<file path="config.mk">
export PLATFORM = sky130hd
export DESIGN_NAME = dmem_port_arbiter
export DESIGN_NICKNAME = d
export VERILOG_FILES = /design/src/rtl/dmem_port_arbiter.sv
export SDC_FILE = /design/constraint.sdc
export NUM_CORES = 1
export LEC_CHECK = 0
export CORE_AREA = 2 2 152 154
export CTS_CLUSTER_SIZE = 16
export DETAILED_ROUTE_END_ITERATION = 10
export DIE_AREA = 0 0 154 156
export GPL_ROUTABILITY_DRIVEN = 0
export MAX_ROUTING_LAYER = met4
export SLEW_MARGIN = 25
export SYNTH_ARGS = -nofsm -noshare
export SYNTH_HDL_FRONTEND = slang
export SYNTH_SLANG_ARGS = --single-unit
</file>
<file path="constraint.sdc">
create_clock -name clk -period 2.6 [get_ports clk]
set_clock_uncertainty 0.05 [all_clocks]
set_input_delay 0.39 -clock clk [delete_from_list [all_inputs] [get_ports clk]]
set_output_delay 0.39 -clock clk [all_outputs]
set_load 0.01 [all_outputs]
</file>
<file path="src/rtl/dmem_port_arbiter.sv">
// -----------------------------------------------------------------------------
// dmem_port_arbiter
//   Shares the single-ported data memory between the CPU load/store port and
//   an external port (loader / DMA / debug). One beat is granted per cycle.
//   Ties are broken round-robin. The external port may take at most MAX_BURST
//   consecutive beats while the CPU is waiting. A waiting CPU sees cpu_stall.
//
//   Optional feature macro: DMEM_ARB_STATS_EN
//     defined     -> stat_cpu_gnt / stat_ext_gnt / stat_conflict count activity
//     not defined -> stat_* tied to zero, no counter flops
//
// Ports
//   clk, reset                       rising-edge clock, async active-low reset
//   cpu_req/we/addr/wdata            CPU request (level, held until granted)
//   cpu_stall                        cpu_req & !cpu grant (combinational)
//   cpu_rdata, cpu_rvalid            CPU read return, 1 cycle after grant
//   ext_req/we/addr/wdata            external request, same rules as the CPU
//   ext_gnt                          external beat accepted this cycle
//   ext_rdata, ext_rvalid            external read return, 1 cycle after grant
//   mem_we/addr/wdata, mem_rdata     synchronous-read memory interface
//   stat_cpu_gnt/ext_gnt/conflict    32-bit activity counters
// -----------------------------------------------------------------------------
module dmem_port_arbiter #(
    parameter int AW        = 32,
    parameter int DW        = 32,
    parameter int MAX_BURST = 4
) (
    input  logic          clk,
    input  logic          reset,
    input  logic          cpu_req,
    input  logic          cpu_we,
    input  logic [AW-1:0] cpu_addr,
    input  logic [DW-1:0] cpu_wdata,
    output logic          cpu_stall,
    output logic [DW-1:0] cpu_rdata,
    output logic          cpu_rvalid,
    input  logic          ext_req,
    input  logic          ext_we,
    input  logic [AW-1:0] ext_addr,
    input  logic [DW-1:0] ext_wdata,
    output logic          ext_gnt,
    output logic [DW-1:0] ext_rdata,
    output logic          ext_rvalid,
    output logic          mem_we,
    output logic [AW-1:0] mem_addr,
    output logic [DW-1:0] mem_wdata,
    input  logic [DW-1:0] mem_rdata,
    output logic [31:0]   stat_cpu_gnt,
    output logic [31:0]   stat_ext_gnt,
    output logic [31:0]   stat_conflict
);

    localparam int BW = (MAX_BURST < 1) ? 1 : $clog2(MAX_BURST + 1);
    localparam logic [BW-1:0] BURST_MAX = BW'(MAX_BURST);

    typedef enum logic {
        OWNER_CPU = 1'b0,
        OWNER_EXT = 1'b1
    } owner_e;

    owner_e        last_owner_r;
    logic [BW-1:0] burst_cnt_r;
    logic          gnt_cpu_s;
    logic          gnt_ext_s;
    logic          mem_we_s;
    logic          cpu_rvalid_r;
    logic          ext_rvalid_r;
    logic [DW-1:0] cpu_rdata_r;
    logic [DW-1:0] ext_rdata_r;

    // Grant decision: single beat per cycle, round-robin on ties, burst cap for EXT
    always_comb begin
        gnt_cpu_s = 1'b0;
        gnt_ext_s = 1'b0;
        if (cpu_req && ext_req) begin
            if (burst_cnt_r == BURST_MAX) begin
                gnt_cpu_s = 1'b1;
            end else if (last_owner_r == OWNER_EXT) begin
                gnt_cpu_s = 1'b1;
            end else begin
                gnt_ext_s = 1'b1;
            end
        end else if (cpu_req) begin
            gnt_cpu_s = 1'b1;
        end else if (ext_req) begin
            gnt_ext_s = 1'b1;
        end else begin
            gnt_cpu_s = 1'b0;
            gnt_ext_s = 1'b0;
        end
    end

    // Memory-side mux: idle cycles present the CPU address with no write
    always_comb begin
        mem_we_s  = 1'b0;
        mem_addr  = cpu_addr;
        mem_wdata = cpu_wdata;
        if (gnt_ext_s) begin
            mem_we_s  = ext_we;
            mem_addr  = ext_addr;
            mem_wdata = ext_wdata;
        end else if (gnt_cpu_s) begin
            mem_we_s  = cpu_we;
        end else begin
            mem_we_s  = 1'b0;
        end
    end

    // Write strobe is suppressed while reset is held so no stray write can land
    assign mem_we    = mem_we_s & reset;
    assign cpu_stall = cpu_req & ~gnt_cpu_s;
    assign ext_gnt   = gnt_ext_s;

    // Arbitration history: last owner and EXT beats taken while the CPU waits
    always_ff @(posedge clk or negedge reset) begin
        if (!reset) begin
            last_owner_r <= OWNER_EXT;
            burst_cnt_r  <= {BW{1'b0}};
        end else if (gnt_cpu_s) begin
            last_owner_r <= OWNER_CPU;
            burst_cnt_r  <= {BW{1'b0}};
        end else if (gnt_ext_s) begin
            last_owner_r <= OWNER_EXT;
            if (cpu_req && (burst_cnt_r != BURST_MAX)) begin
                burst_cnt_r <= burst_cnt_r + BW'(1);
            end
        end else begin
            burst_cnt_r <= {BW{1'b0}};
        end
    end

    // Read-return tracking: valid one cycle after a granted read; data held afterwards
    always_ff @(posedge clk or negedge reset) begin
        if (!reset) begin
            cpu_rvalid_r <= 1'b0;
            ext_rvalid_r <= 1'b0;
            cpu_rdata_r  <= {DW{1'b0}};
            ext_rdata_r  <= {DW{1'b0}};
        end else begin
            cpu_rvalid_r <= gnt_cpu_s & ~cpu_we;
            ext_rvalid_r <= gnt_ext_s & ~ext_we;
            if (cpu_rvalid_r) begin
                cpu_rdata_r <= mem_rdata;
            end
            if (ext_rvalid_r) begin
                ext_rdata_r <= mem_rdata;
            end
        end
    end

    // The memory already registers its read data, so in the rvalid cycle the
    // word is forwarded directly; the hold register keeps it stable afterwards.
    assign cpu_rvalid = cpu_rvalid_r;
    assign ext_rvalid = ext_rvalid_r;
    assign cpu_rdata  = cpu_rvalid_r ? mem_rdata : cpu_rdata_r;
    assign ext_rdata  = ext_rvalid_r ? mem_rdata : ext_rdata_r;

`ifdef DMEM_ARB_STATS_EN
    logic [31:0] stat_cpu_r;
    logic [31:0] stat_ext_r;
    logic [31:0] stat_conf_r;

    // Activity counters, wrapping at 2^32
    always_ff @(posedge clk or negedge reset) begin
        if (!reset) begin
            stat_cpu_r  <= 32'd0;
            stat_ext_r  <= 32'd0;
            stat_conf_r <= 32'd0;
        end else begin
            if (gnt_cpu_s) begin
                stat_cpu_r <= stat_cpu_r + 32'd1;
            end
            if (gnt_ext_s) begin
                stat_ext_r <= stat_ext_r + 32'd1;
            end
            if (cpu_req && ext_req) begin
                stat_conf_r <= stat_conf_r + 32'd1;
            end
        end
    end

    assign stat_cpu_gnt  = stat_cpu_r;
    assign stat_ext_gnt  = stat_ext_r;
    assign stat_conflict = stat_conf_r;
`else
    assign stat_cpu_gnt  = 32'd0;
    assign stat_ext_gnt  = 32'd0;
    assign stat_conflict = 32'd0;
`endif

endmodule
</file>
* Word level (Yosys, flattened, before mapping) *
Index checks and enable logic that the tools add are counted.

word-level totals
  flip-flop bits (word level) = 70
  input bits = 166
  output and inout bits = 229
  word-level logic and storage cells = 40

cells by class
  $add $sub $neg = 1
  equality and inequality tests = 3
  muxes and demuxes = 20
  bitwise gates (word level) = 7
  reductions and logical operators = 3

operator list
  cell                                                              number
  32-bit 2-to-1 mux                                                 4
  1-bit 2-to-1 mux                                                  13
  3-bit 2-to-1 mux                                                  3
  1-bit bitwise AND                                                 4
  3-bit by 1-bit adder with 3-bit output (second input constant)    1
  3-bit equality test (second input constant)                       1
  3-bit by 2-bit != test with 1-bit output (second input constant)  1
  3-bit != test (second input constant)                             1
  1-bit inverter                                                    3
  1-bit logical AND                                                 2
  2-bit nonzero test                                                1

* Depth between registers and ports, before layout *
Gate-level depths: netlist (run 1).

  depth after elaboration = 6
  gate-level depth with buffers = 7

* Worst setup path before layout (run 1) *
OpenSTA, ideal clock, no wires.

  kind = reg2out
  from = reg burst_cnt_r[0]
  to = out mem_addr[0]
  data arrival time = 1.590 ns
  slack = 0.570 ns
  cell stages (with the launch flop) = 8
  path through = dfrtp_1 -> inv_1 -> ha_1 -> a21o_1 -> a21o_1 -> buf_6 -> buf_6 -> mux2_4

between the ends
  longest elaborated chain between the ends = 4

RTL lines
  what                    RTL line  source
  start, declared         62        logic [BW-1:0] burst_cnt_r;
  start signal, assigned  118       burst_cnt_r <= {BW{1'b0}};
  start signal, assigned  121       burst_cnt_r <= {BW{1'b0}};
  start signal, assigned  125       burst_cnt_r <= burst_cnt_r + BW'(1);
  3-bit equality test     76        if (burst_cnt_r == BURST_MAX) begin
  1-bit 2-to-1 mux        76
  1-bit 2-to-1 mux        75        if (cpu_req && ext_req) begin
  32-bit 2-to-1 mux       98        if (gnt_ext_s) begin
  end, declared           45        output logic [AW-1:0] mem_addr,

Every way passes these cells.

* Worst setup path in the final report (run 1) *
  from = reg burst_cnt_r[0]
  to = out mem_addr[23]

Same word-level chain as after synthesis.

==> results by group, run 1 <==
Route
  – Avg Vias per Cell: 3.63
  – Routed via count: 3449
  – Routed wirelength normalized by instance count: 14.4 um
  – Total wire length after detailed routing: 13700 um
  – Pre-Repair DR Iteration Count: 4
  – Initial drt markers: 110
  – Number of remaining DRC errors: 0
  – Post-detailed-route count of antenna-violating nets: 0

Clock tree
  – Clock tree from TritonCTS: built
  – CTS Buf Count: 9
  – Clock-pin slew reported for the worst setup and hold paths after clock tree synthesis: 60 ps
  – CTS root buffer: clkbuf_16
  – Insertion delay to the later sink of the worst-skew pair: 320 ps
  – Sink Count: 70
  – Max H-tree Level: 3
  – Bufs on Longest Clock Path: 2

Floorplanning
  – Placement row count: 55
  – Standard cell core area: 22400 um^2
  – Die X-Extent: 154 um
  – Overall die height: 156 um
  – Die outline area: 24000 um^2
  – Boundary pin count: 395
  – Starting density of the core: 19.1%

Power
  – Leakage power of the design: 3.41 nW
  – Combinational share of power: 37.9%
  – Switching share of power: 27.6%
  – Clock share of power: 31.1%
  – Net switching power: 0.00120 W
  – PwrDens: 574 nW/um^2
  – Sequential Power Share: 31.0%
  – IR drop worst, VDD: 0.275 mV
  – Cell internal power dissipation: 0.00315 W

Worst setup path
  – Data required time of the critical path: 2160 ps
  – Setup slack, reg-to-reg: 1090 ps
  – Largest stage delay on the critical path: 350 ps
  – Worst path cell trace: inv_2 -> ha_2 -> a21o_1 -> a21o_4 -> buf_8 -> buf_6 -> buf_4 -> mux2_2 -> clkbuf_2
  – Crit Path Class: flop to output pin
  – Critical path's slowest cell: dfrtp_1
  – Maximum fanout encountered on the critical timing path: 6
  – Depth of the worst register-to-register path: 7
  – Worst Path Arrival: 2110 ps
  – Element type at the critical path start: flop
  – Setup crit end kind: output pin
  – Reg-to-reg endpoint: ext_rvalid
  – Start of the worst register-to-register path: burst_cnt_r[0]

Final layout
  – Finished layout cell area: 7570 um^2
  – Footprint of the multi-input gates: 2050 um^2
  – Area growth, synth to finish: 77.0%
  – Filler Cells Inserted: 2285
  – Count of inserted antenna diode cells: 0
  – Share of layout cells above drive strength 1: 33.3%
  – Number of standard cells in the layout, taps in and fillers out: 949
  – Storage element area: 1750 um^2
  – Number of nets in the layout: 827

STA
  – Post-route clock period utilization: 98.1%
  – Count of final hold-check violations: 0
  – Slew Viols, Final: 0
  – Hold slack final: 396 ps
  – Setup Viol. Count Final: 0
  – Worst relative slew slack: 42.7%
  – Total negative setup slack: 0 ps
  – Max Fclk: 392 MHz
  – Min Clock Period, post-route: 2550 ps
  – Unrepaired setup endpoints after global routing: yes
  – Tightest Pin Transition: 860 ps

Status
  – Outcome: complete, no violations

Global route
  – Tot GR Track Use: 10.9%
  – Largest net degree at the start of global routing: 69
  – GRT met2 Usage: 18.6%
  – Global-route wire length before repair: 19800 um
  – Remaining global-route overflow: 0
  – Number of antenna violations at the first check in global routing: 0
  – Vias in the first global route: 3592
  – Met1 Usage GRT: 12.7%
  – Routing usage on met3: 3.11%
  – GR peak layer: met2

Hold path
  – Hold crit path type: input pin to asynchronous set/reset pin

Placement
  – Placed Area: 7320 um^2
  – Placed Cells incl. Taps: 922
  – Detailed Place HPWL: 11200 um
  – # port buffers: 298

Synth
  – Fraction of the yosys area taken by sequential cells: 41.0%
  – Synthesized flop and latch total: 70
  – Cell count after synthesis: 338
  – Mean cell area of the mapped netlist: 12.6 um^2
  – Number of distinct standard cells referenced by the synthesized netlist: 22
  – Cell area after technology mapping: 4280 um^2
  – Number of warnings printed during yosys synthesis: 0

Run
  – Count of maximum capacitance violations: 0
[per-stage QoR]
step	utilization, %	setup slack, ps	power [W]
final	33.8	50.0	0.00434
after detailed placement	32.7	-19.8	0.00308
after floorplan	-	570	0.00217
after global routing	33.8	-58.1	0.00458
after CTS	33.7	-165	0.00439
after global placement	32.7	-11.0	0.00306
[cell families after synthesis]
logic type	count (synthesis)	synth area share, %
simple gates	11	1.14
fa+ha+maj	2	0.585
flops	70	41.0
other cells	1	0.0877
compound gates	9	1.43
buf+inv	117	19.7
mux	128	36.1
[cells in the mapped netlist]
library cell  instances  area [um^2]
mux2_2              101         1140
buf_4                96          721
dfrtp_1              69         1730
mux2_4               27          405
buf_2                 9         45.0
inv_1                 5         18.8
nand2_1               5         18.8
buf_6                 4         45.0
nor2_1                4         15.0
clkbuf_1              3         11.3
a21o_1                2         15.0
a21oi_1               2         10.0
ha_1                  2         25.0
conb_1                1         3.75
dfstp_2               1         26.3
nor3_1                1         5.00
nor4bb_1              1         10.0
o21ai_0               1         5.00
o22ai_1               1         6.26
o2bb2ai_1             1         8.76
o31ai_1               1         7.51
o32ai_1               1         8.76
[power by group through the flow]
stage	Sequential [W]	Combinational, W	Clock (W)
floorplan	0.00135	0.000822	0
global placement	0.00136	0.00170	0
detailed placement	0.00137	0.00171	0
CTS	0.00135	0.00165	0.00139
global route	0.00137	0.00176	0.00145
finish	0.00135	0.00165	0.00135
[placed cells by master (no fill, tap or decap), types with 4 or more instances in the layout]
master	synthesis	final
clkdlybuf4s50_1	0	230
mux2_2	101	101
conb_1	1	96
dfrtp_1	69	69
mux2_4	27	27
clkbuf_2	0	25
dlygate4sd2_1	0	19
buf_4	96	19
buf_2	9	17
clkbuf_16	0	10
buf_6	4	7
nand2_1	5	5
inv_1	5	4
nor2_1	4	4
dlymetal6s2s_1	0	4
[cell type report]
cell class,instances,share of cell area (%)
Timing Repair Buffer,327,40.4
Multi-Input combinational cell,246,27.1
Sequential cell,70,23.2
Tap cell,285,4.71
Clock buffer,9,2.98
Clock inverter,7,1.39
Inverter,5,0.248
[sequential cells by signal, indices dropped and copies added, names as in the netlist]
| signal | cells |
|---|---|
| burst_cnt_r | 3 |
| cpu_rdata_r | 32 |
| last_owner_r | 1 |
| ext_rdata_r | 32 |
| ext_rvalid | 1 |
| cpu_rvalid | 1 |
[how the worst max path moves through the flow]
stage	from	end	cells past startpoint
after detailed placement	ext_req	mem_wdata[30]	6
after CTS	burst_cnt_r[0]	mem_wdata[5]	7
after floorplan	burst_cnt_r[0]	mem_addr[0]	7
after global placement	ext_req	mem_addr[16]	6
after global routing	burst_cnt_r[0]	mem_addr[23]	9
final	burst_cnt_r[0]	mem_addr[23]	9
[repair_timing]
action	4_1_cts	5_1_grt
gates resized for setup	123	64
setup buffers	2	7
cloned	0	2
hold buffers	1	0
endpoints found under the setup margin	66	67
pin swaps	1	1
hold endpoints to repair	2	0
[worst max-delay path, delay by kind of cell (launching register included)]
kind	cells	cell delay [ps]
buf+inv	5	580
flops	1	350
mux	1	260
compound gates	2	420
fa+ha+maj	1	180
[routing by layer]
metal / vias up / part of all wire, %
li1: 1608 / -
met1: 1628 / 39
met2: 205 / 51
met3: 8 / 8.6
met4: 0 / 0.90
met5: - / 0
Power figures use the tool's default switching activity.
==> run 2: changes to the inputs <==
--- a/config.mk
+++ b/config.mk
@@ -6,6 +6,7 @@
 export NUM_CORES = 1
 export LEC_CHECK = 0
 export CORE_AREA = 2 2 152 154
+export CTS_CLUSTER_DIAMETER = 30
 export CTS_CLUSTER_SIZE = 16
 export DETAILED_ROUTE_END_ITERATION = 10
 export DIE_AREA = 0 0 154 156
==> results of run 2 <==
No change in the layout: final DEF, timing and power equal those of run 1.
